$ cat src/rtl/pattern_playback_controller_if.sv
// pattern_playback_controller_if: synchronous pattern-memory read port (read strobe, address, 1-cycle-latency read data)
//   rd_en  controller -> memory  read strobe
//   addr   controller -> memory  read address
//   rdata  memory -> controller  data for the read issued in the previous cycle
interface pattern_playback_controller_if #(
  parameter int DATA_W = 16,
  parameter int ADDR_W = 12
);
  logic              rd_en;
  logic [ADDR_W-1:0] addr;
  logic [DATA_W-1:0] rdata;
  modport master (output rd_en, addr, input rdata);
  modport slave (input rd_en, addr, output rdata);
endinterface

$ cat src/rtl/pattern_playback_controller.sv
// pattern_playback_controller: plays a stored pattern out of synchronous memory, one sample every TICK_DIV cycles
//   clk, reset (async, active-high); start/stop pulses; num_samples = pattern length; loop = replay request
//   mem: pattern memory read port (master side of pattern_playback_controller_if)
//   sample_valid/sample_data/sample_index: emitted samples; busy: not idle; done: normal completion pulse
//   Optional feature: define LOOP_PLAYBACK_EN to honour the loop input.
module pattern_playback_controller #(
  parameter int          DATA_W    = 16,
  parameter int          ADDR_W    = 12,
  parameter int          TICK_DIV  = 5,
  parameter logic [31:0] CNT_START = 32'd0
) (
  input  logic                         clk,
  input  logic                         reset,
  input  logic                         start,
  input  logic                         stop,
  input  logic [ADDR_W:0]              num_samples,
  input  logic                         loop,
  pattern_playback_controller_if.master mem,
  output logic                         sample_valid,
  output logic [DATA_W-1:0]            sample_data,
  output logic [31:0]                  sample_index,
  output logic                         busy,
  output logic                         done
);
  localparam int TW = $clog2(TICK_DIV);
  typedef enum logic [2:0] {IDLE, PRIME, LOAD, RUN, FIN} state_t;
  state_t state_q, state_d;
  logic [ADDR_W:0] n_q, n_d, n_in, pf1;
  logic [ADDR_W-1:0] idx_q, idx_d, pf_idx, addr_q, addr_d;
  logic [TW-1:0] tick_q, tick_d;
  logic [31:0] cnt_q, cnt_d, index_q, index_d;
  logic [DATA_W-1:0] buf_q, buf_d, data_q, data_d;
  logic rd_q, rd_d, pend_q, valid_q, valid_d, busy_q, busy_d, done_q, done_d;
  logic last, wrap, enter, loop_en;
`ifdef LOOP_PLAYBACK_EN
  localparam logic LP = 1'b1;
  assign loop_en = loop;
`else
  localparam logic LP = 1'b0;
  logic unused_loop;
  assign unused_loop = loop;
  assign loop_en = 1'b0;
`endif
  assign n_in = num_samples[ADDR_W] ? {1'b1, {ADDR_W{1'b0}}} : num_samples;
  assign last = ({1'b0, idx_q} + (ADDR_W+1)'(1)) == n_q;
  assign wrap = tick_q == TW'(TICK_DIV - 1);
  // index of the sample whose period starts next; also the loop wrap target
  assign pf_idx = (state_q == RUN && !last) ? idx_q + ADDR_W'(1) : '0;
  assign pf1 = {1'b0, pf_idx} + (ADDR_W+1)'(1);
  always_comb begin
    state_d = state_q;
    n_d = n_q;
    idx_d = idx_q;
    tick_d = tick_q;
    cnt_d = cnt_q;
    index_d = index_q;
    data_d = data_q;
    valid_d = 1'b0;
    enter = 1'b0;
    // the single outstanding read always lands in buf one cycle after its strobe
    buf_d = pend_q ? mem.rdata : buf_q;
    case (state_q)
      IDLE: if (start && !stop) begin
        n_d = n_in;
        idx_d = '0;
        cnt_d = CNT_START;
        state_d = (n_in == '0) ? FIN : PRIME;
      end
      PRIME: state_d = LOAD;
      LOAD: begin
        state_d = RUN;
        tick_d = '0;
        enter = 1'b1;
      end
      RUN: begin
        if (tick_q == '0) begin
          valid_d = 1'b1;
          data_d = buf_q;
          index_d = cnt_q;
          cnt_d = cnt_q + 32'd1;
        end
        tick_d = wrap ? '0 : tick_q + TW'(1);
        if (wrap) begin
          idx_d = pf_idx;
          enter = !last || loop_en;
          state_d = enter ? RUN : FIN;
        end
      end
      default: state_d = IDLE;
    endcase
    // prefetch at the start of each period; with looping built in, the last sample always prefetches address 0
    rd_d = (state_d == PRIME) || (enter && (pf1 < n_q || LP));
    addr_d = !rd_d ? addr_q : (enter && pf1 < n_q) ? pf1[ADDR_W-1:0] : '0;
    if (stop && state_q != IDLE) begin
      state_d = IDLE;
      valid_d = 1'b0;
      rd_d = 1'b0;
      addr_d = addr_q;
      data_d = data_q;
      index_d = index_q;
    end
    done_d = state_d == FIN;
    busy_d = state_d != IDLE;
  end
  always_ff @(posedge clk or posedge reset) begin
    if (reset) begin
      state_q <= IDLE;
      n_q <= '0;
      idx_q <= '0;
      tick_q <= '0;
      cnt_q <= '0;
      index_q <= '0;
      data_q <= '0;
      buf_q <= '0;
      rd_q <= 1'b0;
      addr_q <= '0;
      pend_q <= 1'b0;
      valid_q <= 1'b0;
      busy_q <= 1'b0;
      done_q <= 1'b0;
    end else begin
      state_q <= state_d;
      n_q <= n_d;
      idx_q <= idx_d;
      tick_q <= tick_d;
      cnt_q <= cnt_d;
      index_q <= index_d;
      data_q <= data_d;
      buf_q <= buf_d;
      rd_q <= rd_d;
      addr_q <= addr_d;
      pend_q <= rd_q;
      valid_q <= valid_d;
      busy_q <= busy_d;
      done_q <= done_d;
    end
  end
  assign mem.rd_en = rd_q;
  assign mem.addr = addr_q;
  assign sample_valid = valid_q;
  assign sample_data = data_q;
  assign sample_index = index_q;
  assign busy = busy_q;
  assign done = done_q;
endmodule

$ cat src/flat_wrapper.sv
// flat-port wrapper written by rule: the top's interface ports become plain ports
module pattern_playback_controller_flat 
#(
  parameter int          DATA_W    = 16,
  parameter int          ADDR_W    = 12,
  parameter int          TICK_DIV  = 5,
  parameter logic [31:0] CNT_START = 32'd0
)
  (clk, reset, start, stop, num_samples, loop, sample_valid, sample_data, sample_index, busy, done, mem_rd_en, mem_addr, mem_rdata);
  pattern_playback_controller_if #(.DATA_W(DATA_W), .ADDR_W(ADDR_W)) mem_i ();
  input  logic clk;
  input  logic reset;
  input  logic start;
  input  logic stop;
  input  logic [ADDR_W:0] num_samples;
  input  logic loop;
  output logic sample_valid;
  output logic [DATA_W-1:0] sample_data;
  output logic [31:0] sample_index;
  output logic busy;
  output logic done;
  output wire logic [$bits(mem_i.rd_en)-1:0] mem_rd_en;
  output wire logic [$bits(mem_i.addr)-1:0] mem_addr;
  input wire logic [$bits(mem_i.rdata)-1:0] mem_rdata;
  assign mem_rd_en = mem_i.rd_en;
  assign mem_addr = mem_i.addr;
  assign mem_i.rdata = mem_rdata;
  pattern_playback_controller #(.DATA_W(DATA_W), .ADDR_W(ADDR_W), .TICK_DIV(TICK_DIV), .CNT_START(CNT_START)) u_core (.clk(clk), .reset(reset), .start(start), .stop(stop), .num_samples(num_samples), .loop(loop), .mem(mem_i), .sample_valid(sample_valid), .sample_data(sample_data), .sample_index(sample_index), .busy(busy), .done(done));
endmodule
$ cat config.mk
export PLATFORM = sky130hd
export DESIGN_NAME = pattern_playback_controller_flat
export DESIGN_NICKNAME = d
export VERILOG_FILES = /design/src/rtl/pattern_playback_controller_if.sv /design/src/rtl/pattern_playback_controller.sv /design/src/flat_wrapper.sv
export SDC_FILE = /design/constraint.sdc
export NUM_CORES = 1
export LEC_CHECK = 0
export CAP_MARGIN = 20
export CORE_UTILIZATION = 40
export CTS_BUF_LIST = sky130_fd_sc_hd__clkbuf_4
export CTS_CLUSTER_DIAMETER = 200
export DETAILED_ROUTE_END_ITERATION = 10
export HOLD_SLACK_MARGIN = 0.08
export PLACE_DENSITY_LB_ADDON = 0.3
export SYNTH_ARGS = -nofsm -noshare
export SYNTH_HDL_FRONTEND = slang
export SYNTH_SLANG_ARGS = --single-unit
$ cat constraint.sdc
create_clock -name clk -period 7.3 [get_ports clk]
set_input_delay 2.19 -clock clk [delete_from_list [all_inputs] [get_ports clk]]
set_output_delay 2.19 -clock clk [all_outputs]
set_load 0.05 [all_outputs]
Yosys cells after proc, flatten, opt, wreduce, memory -nomap -nowiden
Index checks and enable logic that the tools add are counted.

word-level totals
  logic and storage cells = 73
  output and inout bits = 64
  input port bits = 34
  register bits = 144

operators by class
  $lt $le $gt $ge = 1
  equality and inequality tests = 10
  bitwise operators = 1
  reductions and logical operators = 19
  add/subtract/negate cells = 5
  muxes and demuxes = 23

operator list
  kind                                                                     number
  32-bit two-way mux                                                       2
  32-bit one-hot mux with 2 select lines                                   1
  12-bit two-way mux                                                       4
  32-bit by 1-bit adder with 32-bit output, second input constant          1
  12-bit by 1-bit adder with 13-bit output, second input constant          2
  12-bit one-hot mux with 2 select lines                                   1
  3-bit two-way mux                                                        6
  13-bit == test                                                           1
  13-bit logical NOT                                                       1
  13-bit < comparator                                                      1
  13-bit two-way mux                                                       1
  12-bit by 1-bit adder with 12-bit output, second input constant          1
  3-bit one-hot mux with 4 select lines                                    1
  3-bit AND reduction                                                      3
  3-bit by 1-bit == test with 1-bit output, second input constant          2
  3-bit by 2-bit == test with 1-bit output, second input constant          2
  3-bit == test, second input constant                                     2
  3-bit logical NOT                                                        2
  3-bit one-hot mux with 2 select lines                                    1
  3-bit nonzero test                                                       2
  1-bit two-way mux                                                        5
  1-bit logical AND                                                        4
  2-bit by 1-bit inequality test with 1-bit output, second input constant  2
  2-bit AND reduction                                                      2
  7 further kinds                                                          9

Depth between registers and ports, before layout
  depth after elaboration = 10
  depth in mapped cells = 25

Worst setup path after synthesis
OpenSTA, ideal clock, no wires.

  kind = register -> register
  from = register u_core.idx_q[1]
  to = register u_core.addr_q[2] (netlist: u_core.mem.addr[2])
  cell stages (with the launch flop) = 23
  arrival time = 5.045 ns
  buffers on the path = 3
  path slack = 2.130 ns
  period minus slack after synthesis = 5.170 ns
  data required time = 7.175 ns
  library setup time = 0.125 ns
  cell sequence = dfrtp_1 ha_1 buf_2 nand3_1 nor3_1 xnor3_1 nand2_1 or4b_4 buf_6 nand2_1 nor2_1 ha_1 or3_1 o211ai_1 ha_1 a21o_1 a21o_1 a211oi_1 o21a_1 o2111ai_1 a21oi_2 buf_6 mux2_4

between the ends
  cells in the longest elaborated chain, start to end = 10
  elaborated cells between the ends (all ways) = 18
  those cells by class = add/sub: 3; order compare: 1; eq/ne: 2; mux: 7; reduce/logical: 5

RTL lines
  element                                   line                                                                  source
  start, declared                           pattern_playback_controller.sv:29                                     logic [ADDR_W-1:0] idx_q, idx_d, pf_idx, addr_q, addr_d;
  start signal, assigned                    pattern_playback_controller.sv:124                                    idx_q <= idx_d;
  12-bit by 1-bit adder with 13-bit output  pattern_playback_controller.sv:45                                     assign last = ({1'b0, idx_q} + (ADDR_W+1)'(1)) == n_q;
  13-bit == test                            pattern_playback_controller.sv:45
  1-bit logical NOT                         pattern_playback_controller.sv:48, pattern_playback_controller.sv:85
  1-bit logical AND                         pattern_playback_controller.sv:48                                     assign pf_idx = (state_q == RUN && !last) ? idx_q + ADDR_W'(1) : '0;
  12-bit two-way mux                        pattern_playback_controller.sv:48
  12-bit by 1-bit adder with 13-bit output  pattern_playback_controller.sv:49                                     assign pf1 = {1'b0, pf_idx} + (ADDR_W+1)'(1);
  13-bit < comparator                       pattern_playback_controller.sv:92, pattern_playback_controller.sv:93
  1-bit logical AND                         pattern_playback_controller.sv:92, pattern_playback_controller.sv:93
  1-bit logical OR                          pattern_playback_controller.sv:92                                     rd_d = (state_d == PRIME) || (enter && (pf1 < n_q || LP));
  2-bit AND reduction (no source line)      --
  end signal, assigned                      pattern_playback_controller.sv:131                                    addr_q <= addr_d;
  end, declared                             pattern_playback_controller.sv:29

Parallel ways exist; a longest one is shown, timed or not.
A chain may end at the register's enable or synchronous reset.

Worst setup path after layout
  from = register u_core.idx_q[0]
  to = register u_core.addr_q[10] (netlist: u_core.mem.addr[10])

Same word-level chain as after synthesis.

==> results_dict.tcl <==
set metrics [dict create \
    clk_pin_slew_ns 0.13 \
    p_seq_share_pct 48.9 \
    post-synth-top-area-fraction_pct 49.3 \
    grt_overflow 0 \
    placedCellCount 1057 \
    cp_common_cell "ha_1" \
    finalSetupViolCount 0 \
    start_util_pct 40.7 \
    hpwl_um 11600 \
    ctsResizeCount 0 \
    criticalPathCategory "register to register" \
    die_h_um 137 \
    critPathMaxFanout 14 \
    leakage_nw 3.92 \
    cts_tree "done" \
    coreArea_um2 18000 \
    gr-usage-all-layers_pct 18.9 \
    num_vias 5665 \
    dieArea_um2 18800 \
    place_ws_ns 0.980 \
    netlist_top_cells_area "dfrtp_1 (49%), nand2_1 (9.4%), mux2_2 (2.9%), ha_1 (2.9%), xnor2_1 (2.8%)" \
    dieWidth_um 137 \
    ant_nets 0 \
    synth_common_cells "nand2_1 (183), dfrtp_1 (144), nor2_1 (39)" \
    yosysTopAreaCell "dfrtp_1" \
    p_per_area_nw_per_um2 227 \
    drt_wl_total_um 16500 \
    cts_setup_buffers 0 \
    crit_buf_inv 1 \
    via_per_inst 5.19 \
    busiest_layer "met2" \
    grt_use_met3_pct 4.67 \
    vdd_ir_drop_max_mv 0.194 \
    rows 49 \
    intPower_mw 1.28 \
    async_flop_share_pct 100 \
    seq_area_frac_synth_pct 49.3 \
    worstPathArrival_ns 6.78 \
    maxCapViolCount 0 \
    holdCritPathClass "register to register" \
    fin_crit_sh_pct 86.9 \
    skew_ns 0.0195 \
    clk_latency_ns 0.56 \
    cts_made_buffers 17 \
    fin_nets 899 \
    grt_pass1_wl_um 27300 \
    fin_cells 1091 \
    synth_area_um2 7310 \
    drive_gt1_share_pct 9.41 \
    synth-main-ff-cell "dfrtp_1" \
    fin_setup_tns_ns 0 \
    clock_power_share_pct 23.8 \
    yosysUniqueCellTypes 64 \
    antenna_found_initial 1 \
    ys_warn_count 0 \
    endpoint_kind "register" \
    area_delta_synth_final_pct 19.5 \
    critPathMaxStageDelay_ns 0.68 \
    status "finished, violations left" \
    drv_slew 0 \
    tightest_slew_ns 0.832 \
    cts_sinks 144 \
    netSwitchingFraction_pct 35.6 \
    port-buffer-count 96 \
    num_io_pins 98 \
    rsz0062_at_grt "no" \
    dr.pass1.iters 7 \
    grt_max_degree 109 \
    setup_ws_ns 0.958 \
    yosysMostFrequentCell "nand2_1" \
    clockBufferDepth 2 \
    crit_path_cell_trace "ha_1 > nand3_1 > nor3_1 > xnor3_1 > nand2_1 > or4b_4 > nand2_1 > nor2_1 > ha_1 > or3_1 > o211ai_1 > ha_1 > a21o_1 > a21o_1 > a211oi_1 > o21a_1 > o2111ai_1 > a21oi_2 > buf_4 > mux2_2" \
    synth_edf_count 0 \
    first_iter_violations 349 \
    cp_top_family "simple AND/OR/NAND/NOR gates" \
    netlist_instances 758 \
    slowest_stage "or4b_4" \
    use_met2_pct 29.5 \
    power_switching_mw 0.707 \
    gp_congestion 0.925 \
    routedWlPerCell_um 15.1 \
    crit_path_start_kind "register" \
    crit_required_ns 7.74 \
    htreeDepth 4 \
    max_freq_mhz 158 \
    use_met1_pct 25.7 \
    drcViolationCount 2 \
    failed_checks "DRC" \
    root_buffer "clkbuf_4" \
    slew_headroom_pct 44.5 \
    synth_seq_cells 144 \
    fin_hold_ws_ns 0.413 \
    synth_fp_nets 809 \
    grt_pass1_vias 5319 \
    ctsHoldBuffers 0 \
    finalHoldViolCount 0 \
    period_minus_slack_ns 6.34 \
    syn_avg_cell_area_um2 9.65 \
    combPwrFrac_pct 27.3 \
]
==> sequential cells by signal (all words and copies together) (netlist names) <==
register / cells
u_core.sample_data: 16
u_core.buf_q: 16
u_core.idx_q: 12
u_core.sample_index: 32
u_core.mem.addr: 12
u_core.done: 1
u_core.sample_valid: 1
u_core.tick_q: 3
u_core.busy: 1
u_core.mem.rd_en: 1
u_core.cnt_q: 32
u_core.state_q: 3
u_core.pend_q: 1
u_core.n_q: 13
==> power by group through the flow <==
stage	logic (mW)	clock network, mW	registers, mW
4_1_cts	0.546	0.492	0.972
3_5_place_dp	0.544	0	0.988
3_3_place_gp	0.538	0	0.985
2_1_floorplan	0.215	0	1.14
5_1_grt	0.589	0.527	0.986
6_report	0.543	0.473	0.971
==> path summary, 6_finish.rpt <==
check	slack, ns	end	startpoint	depth (start not counted)
min in group asynchronous	1.89	u_core.buf_q[13]$_DFFE_PP0P_	reset	2
worst min register to register	0.41	u_core.pend_q$_DFF_PP0_	u_core.mem.rd_en$_DFF_PP0_	0
worst min-delay path	0.41	u_core.pend_q$_DFF_PP0_	u_core.mem.rd_en$_DFF_PP0_	0
worst max-delay path	0.96	u_core.mem.addr[10]$_DFFE_PP0P_	u_core.idx_q[0]$_DFFE_PP0P_	20
worst max register to register	0.96	u_core.mem.addr[10]$_DFFE_PP0P_	u_core.idx_q[0]$_DFFE_PP0P_	20
max in group asynchronous	4.21	u_core.done$_DFF_PP0_	reset	4
==> cell usage in the layout (no fill, tap or decap), drive strengths merged, types with 4 or more instances in the layout <==
cell type	Yosys	layout
nand4	16	16
clkdlybuf4s50	0	96
and4	6	6
o22ai	6	6
ha	17	17
nor4	6	6
a21o	6	6
o31ai	5	5
o211ai	5	5
and3	12	12
xor2	21	21
o2111ai	4	4
and2	13	13
o21ai	34	34
nand2b	5	5
nor2	39	39
a21oi	12	12
xnor3	4	4
xnor2	24	24
or4	4	4
mux2	26	26
dfrtp	144	144
clkbuf	18	19
a21boi	4	4
nand2	183	183
nand3b	12	12
buf	16	9
nor3	16	16
inv	28	31
clkinv	0	5
or3	10	10
nand3	23	23
clkinvlp	0	4
a31oi	6	6
==> per-layer routing <==
metal  routed length (um)  share of wire [%]  vias to the layer above
li1                     -                  -                     2784
met2                 7520                 46                      139
met5                    0                  0                        -
met1                 7830                 48                     2723
met4                  221                1.3                        0
met3                  908                5.5                       19
==> cell families after synthesis <==
family | count (synthesis) | share of synthesized area (%)
AOI/OAI and AO/OA | 100 | 8.90
xor gates and xnor gates | 49 | 6.72
adders and majority gates | 17 | 2.91
buffers and inverters | 62 | 3.83
DFF | 144 | 49.3
muxes | 29 | 4.77
and+or+nand+nor | 357 | 23.6
==> area by class of cell <==
type,instances,area (um2)
clock inverters,13,113
multi-input cells,552,3430
diodes,1,2.50
well taps,229,287
fillers,1724,9230
clock buffers,19,143
repair buffers,105,1050
inverters,28,110
flip-flops and latches,144,3600
==> stage by stage <==
step | utilization (%) | total power, mW | area [um2]
2_1_floorplan | - | 1.35 | 7310
4_1_cts | 48.5 | 2.01 | 8710
6_report | 48.6 | 1.99 | 8740
3_5_place_dp | 47.1 | 1.53 | 8450
3_3_place_gp | 47.1 | 1.52 | 8450
5_1_grt | 48.6 | 2.10 | 8740
No activity file was read; power rests on OpenSTA's default activity.
==> RTL change 1 (same flow settings) <==
Remove the register `valid_q`: a continuous assignment takes its place, so the output `sample_valid` follows one clock earlier.
--- a/src/rtl/pattern_playback_controller.sv
+++ b/src/rtl/pattern_playback_controller.sv
@@ -116,5 +116,4 @@
       addr_q <= '0;
       pend_q <= 1'b0;
-      valid_q <= 1'b0;
       busy_q <= 1'b0;
       done_q <= 1'b0;
@@ -131,9 +130,10 @@
       addr_q <= addr_d;
       pend_q <= rd_q;
-      valid_q <= valid_d;
       busy_q <= busy_d;
       done_q <= done_d;
     end
   end
+
+  assign valid_q = valid_d;
   assign mem.rd_en = rd_q;
   assign mem.addr = addr_q;
Function: changed (a bounded check fails within 4 cycles, from zero or initial values and one cycle with reset high).
==> RTL change 1 against the original RTL <==
Sequential cell count down 1. Clock skew is 5.0 ps higher. Synthesized area is 0.34% lower. Clock power is 5.5% higher. Power grew 1.0%. Worst setup slack lost 91 ps. Wire length grew 1.1%. Design area decreased by 0.23%. Critical endpoint is now u_core.mem.addr[9]. Highest routed layer unchanged.
==> RTL change 1: results <==
export IMPL_fin_worst_hold_slack_ps=380
export IMPL_yosys_top_cells_area="dfrtp_1 (49%), nand2_1 (9.4%), mux2_2 (2.9%), ha_1 (2.9%), xnor2_1 (2.8%)"
export IMPL_most_used_standard_cells_in_the_synthesized_netlist="nand2_1 (183), dfrtp_1 (143), nor2_1 (39)"
export IMPL_cts_clk_slew_worst_paths_ps=120
export IMPL_pre_cts_ws_ps=942
export IMPL_grt_pass1_vias=5485
export IMPL_run_status="completed"
export IMPL_pin_count_of_the_biggest_net_entering_global_routing=85
export IMPL_vdd_ir_drop_max_v=0.000179
export IMPL_postCtsSetupBuffers=0
export IMPL_synth_net_count=808
export IMPL_post_route_cells_drive_above_1_share=0.0953
export IMPL_cp_arrival_ps=6850
export IMPL_total_number_of_vias=5639
export IMPL_slew_headroom=0.451
export IMPL_ff2ff_setup_slack_ps=870
export IMPL_grt_total_usage=0.193
export IMPL_drt_initial_drc_count=360
export IMPL_static_leakage_power_uw=0.00392
export IMPL_layout_nets=898
export IMPL_worstHoldPathCells=0
export IMPL_routabilityCongestion=0.906
export IMPL_cts_buffers=17
export IMPL_nFillCells=1680
export IMPL_proportion_of_synthesized_chip_area_in_sequential_cells=0.491
export IMPL_hpwlAfterDp_um=11600
export IMPL_clock_skew_ps=24.5
export IMPL_wire_per_inst_um=15.3
export IMPL_timing_rr_end="u_core.mem.addr[9]"
[RTL change 1: cell count changes in the layout (fill, tap and decap cells not counted), sizes merged]
cell / change
bufinv: +1
buf: +1
inv: -1
clkinv: +2
clkbuf: -1
clkdlybuf4s50: -1
clkinvlp: -1
dfrtp: -1
[RTL change 1: logic make-up (layout without fill, tap and decap cells)]
logic type                 after synthesis  count (layout)  synth area share
AOI/OAI and AO/OA                      100             100            0.0893
xor gates and xnor gates                49              49            0.0675
adders and majority gates               17              17            0.0292
buffers and inverters                   62             165            0.0385
DFF                                    143             143             0.491
muxes                                   29              29            0.0479
other                                    0               1                 0
and+or+nand+nor                        357             357             0.237
[RTL change 1: worst max path at each step]
stage | slack [ps] | to | cells after the start | startpoint
2_1_floorplan | 1270 | u_core.buf_q[0] | 1 | reset
3_3_place_gp | 1030 | u_core.mem.addr[9] | 20 | u_core.idx_q[0]
3_5_place_dp | 940 | u_core.mem.addr[9] | 20 | u_core.idx_q[0]
4_1_cts | 880 | u_core.mem.addr[10] | 20 | u_core.idx_q[0]
5_1_grt | 470 | u_core.mem.addr[9] | 20 | u_core.idx_q[0]
6_report | 870 | u_core.mem.addr[9] | 20 | u_core.idx_q[0]
[RTL change 1: layer usage]
metal	GRT usage	up-vias	wire length (um)
met5	0	-	0
met4	0.0672	0	229
met3	0.0359	21	754
met2	0.301	139	7620
met1	0.267	2702	8060
li1	-	2777	-
[RTL change 1: area by class of cell]
class,count,area [um2],share of cell area
Antenna cell,1,2.50,0.000287
Clock buffer,18,135,0.0155
Clock inverter,14,140,0.0161
Inverter,28,110,0.0126
Multi-Input combinational cell,552,3430,0.394
Sequential cell,143,3580,0.410
Tap cell,225,282,0.0323
Timing Repair Buffer,105,1040,0.119
[RTL change 1: power by group]
group	internal [uW]	total (uW)	switching, uW
Sequential	893	966	72.4
Clock	206	499	294
Combinational	205	543	338
Total	1300	2010	704
[RTL change 1: worst reg2reg max path, cell delays in order (launching register included)]
cell and delay (ps):
dfrtp_1 610, ha_1 440, nand3_1 270, nor3_1 540
xnor3_1 240, nand2_1 130, or4b_4 690, nand2_1 170
nor2_1 70, ha_1 290, or3_1 390, o211ai_1 300
ha_1 320, a21o_1 170, a21o_1 170, a211oi_1 310
o21a_1 220, o2111ai_1 130, a21oi_2 250, buf_4 280
mux2_2 360
[RTL change 1: through the flow]
stage	area, um2	power (uW)	util	instances
after floorplan	7290	1340	-	757
after global placement	8440	1520	0.481	1053
after detailed placement	8440	1530	0.481	1053
after CTS	8720	2030	0.497	1085
after global routing	8720	2120	0.497	1086
final	8720	2010	0.497	1086
==> RTL change 2 (config.mk and constraints unchanged) <==
Without the edit above. `TICK_DIV` is set to 5 in 2 places; all go to 6.
--- a/src/rtl/pattern_playback_controller.sv
+++ b/src/rtl/pattern_playback_controller.sv
@@ -7,5 +7,5 @@
   parameter int          DATA_W    = 16,
   parameter int          ADDR_W    = 12,
-  parameter int          TICK_DIV  = 5,
+  parameter int          TICK_DIV  = 6,
   parameter logic [31:0] CNT_START = 32'd0
 ) (
--- a/src/flat_wrapper.sv
+++ b/src/flat_wrapper.sv
@@ -4,5 +4,5 @@
   parameter int          DATA_W    = 16,
   parameter int          ADDR_W    = 12,
-  parameter int          TICK_DIV  = 5,
+  parameter int          TICK_DIV  = 6,
   parameter logic [31:0] CNT_START = 32'd0
 )
Check against the original RTL: not equivalent (Yosys sat finds a counterexample within 10 cycles, from zero or initial values and one cycle with reset high).
==> RTL change 2 against the original RTL <==
Power increased by 6.8%. Wire length increased by 1.0%. Sequential cell count unchanged. Die area decreased by 0.32%. Worst setup slack got worse by 130 ps. Design area increased by 0.10%. Synthesized area decreased by 0.33%.
==> RTL change 2: results <==
export IMPL_grt_pass1_vias=5279
export IMPL_pre_cts_ws_ps=982
export IMPL_met3RoutedLength_um=778
export IMPL_grt_pass1_wl_um=27100
export IMPL_yosys_mux_area_fraction=0.120
export IMPL_globalRouteMet1Util=0.244
export IMPL_post_synth_fa_ha_maj_area_fraction=0.0258
export IMPL_cellInternalPower_uw=1420
export IMPL_post_route_cells_drive_above_1_share=0.172
export IMPL_drt_initial_drc_count=256
export IMPL_n_antenna_cell=0
export IMPL_clock_skew_ps=26.0
export IMPL_yosys_top_cells_area="dfrtp_1 (49%), mux2_2 (11%), xor2_1 (3.6%), xnor2_1 (3.2%), nor2_1 (3.1%)"
export IMPL_synth_net_count=709
export IMPL_hpwlAfterDp_um=11800
export IMPL_total_number_of_vias=5258
export IMPL_yosys_cell_types_count=69
export IMPL_yosys_area_share_xor_xnor=0.0707
export IMPL_first_pass_detailed_route_iteration_total=4
export IMPL_static_leakage_power_uw=0.00384
export IMPL_worst_path_max_delay_cell="dfrtp_1"
export IMPL_wire_per_inst_um=16.9
export IMPL_run_status="completed"
export IMPL_grt_total_usage=0.188
export IMPL_vdd_ir_drop_max_v=0.000175
export IMPL_grt_util_met3=0.0437
export IMPL_most_used_standard_cells_in_the_synthesized_netlist="dfrtp_1 (144), mux2_2 (68), nor2_1 (60)"
export IMPL_max_stage_delay_ps=570
export IMPL_global_route_usage_met2=0.306
export IMPL_routedLengthMet1_um=7510
export IMPL_wl_met2_um=8070
export IMPL_synth_compound_gate_area_share=0.0762
export IMPL_routabilityCongestion=0.904
export IMPL_antenna_found_initial=0
export IMPL_postSynthCellCount=660
[RTL change 2: power groups by stage]
stage | clock (uW) | sequential [uW] | combinational (uW)
3_5_place_dp | 0 | 992 | 528
6_report | 624 | 974 | 524
2_1_floorplan | 0 | 1130 | 204
3_3_place_gp | 0 | 985 | 518
4_1_cts | 644 | 976 | 530
5_1_grt | 674 | 990 | 560
[RTL change 2: path summary, 6_finish.rpt]
kind	endpoint	cells past startpoint	startpoint	slack (ps)
min	u_core.pend_q	0	u_core.mem.rd_en	360
max	u_core.mem.addr[3]	22	u_core.idx_q[0]	830
max in group asynchronous	u_core.cnt_q[8]	3	reset	3950
max reg2reg	u_core.mem.addr[3]	22	u_core.idx_q[0]	830
min reg2reg	u_core.pend_q	0	u_core.mem.rd_en	360
min in group asynchronous	u_core.idx_q[4]	2	reset	2180
[RTL change 2: cell type report]
class,count,share of cell area
timing repair buffer,100,0.113
tap,225,0.0322
clock buffer,17,0.0146
clock inverter,15,0.0265
inverter,24,0.0109
sequential,144,0.412
multi-input combinational,458,0.391
[RTL change 2: logic make-up after synthesis]
group	count (synthesis)
AO/OA/AOI/OAI	81
XOR/XNOR	58
adder cells (fa/ha/maj)	15
buffers and inverters	58
flip-flops	144
multiplexers	77
AND/OR/NAND/NOR	227
[RTL change 2: worst reg2reg max path, cell delays in order, from the launching register on]
cell and delay [ps]:
dfrtp_1 570, ha_1 540, nand4_1 350, nor2_1 300, xnor2_1 160, a211oi_1 100
nor4b_4 190, or2_1 470, nor2_1 280, ha_1 260, nand2b_1 90, or3_1 450
or4_1 570, xnor2_1 160, nor2_1 150, ha_1 270, a21oi_1 140, nor2b_1 60
o21ai_0 210, o311ai_0 180, nor2_1 210, nand3b_4 270, mux2_4 390
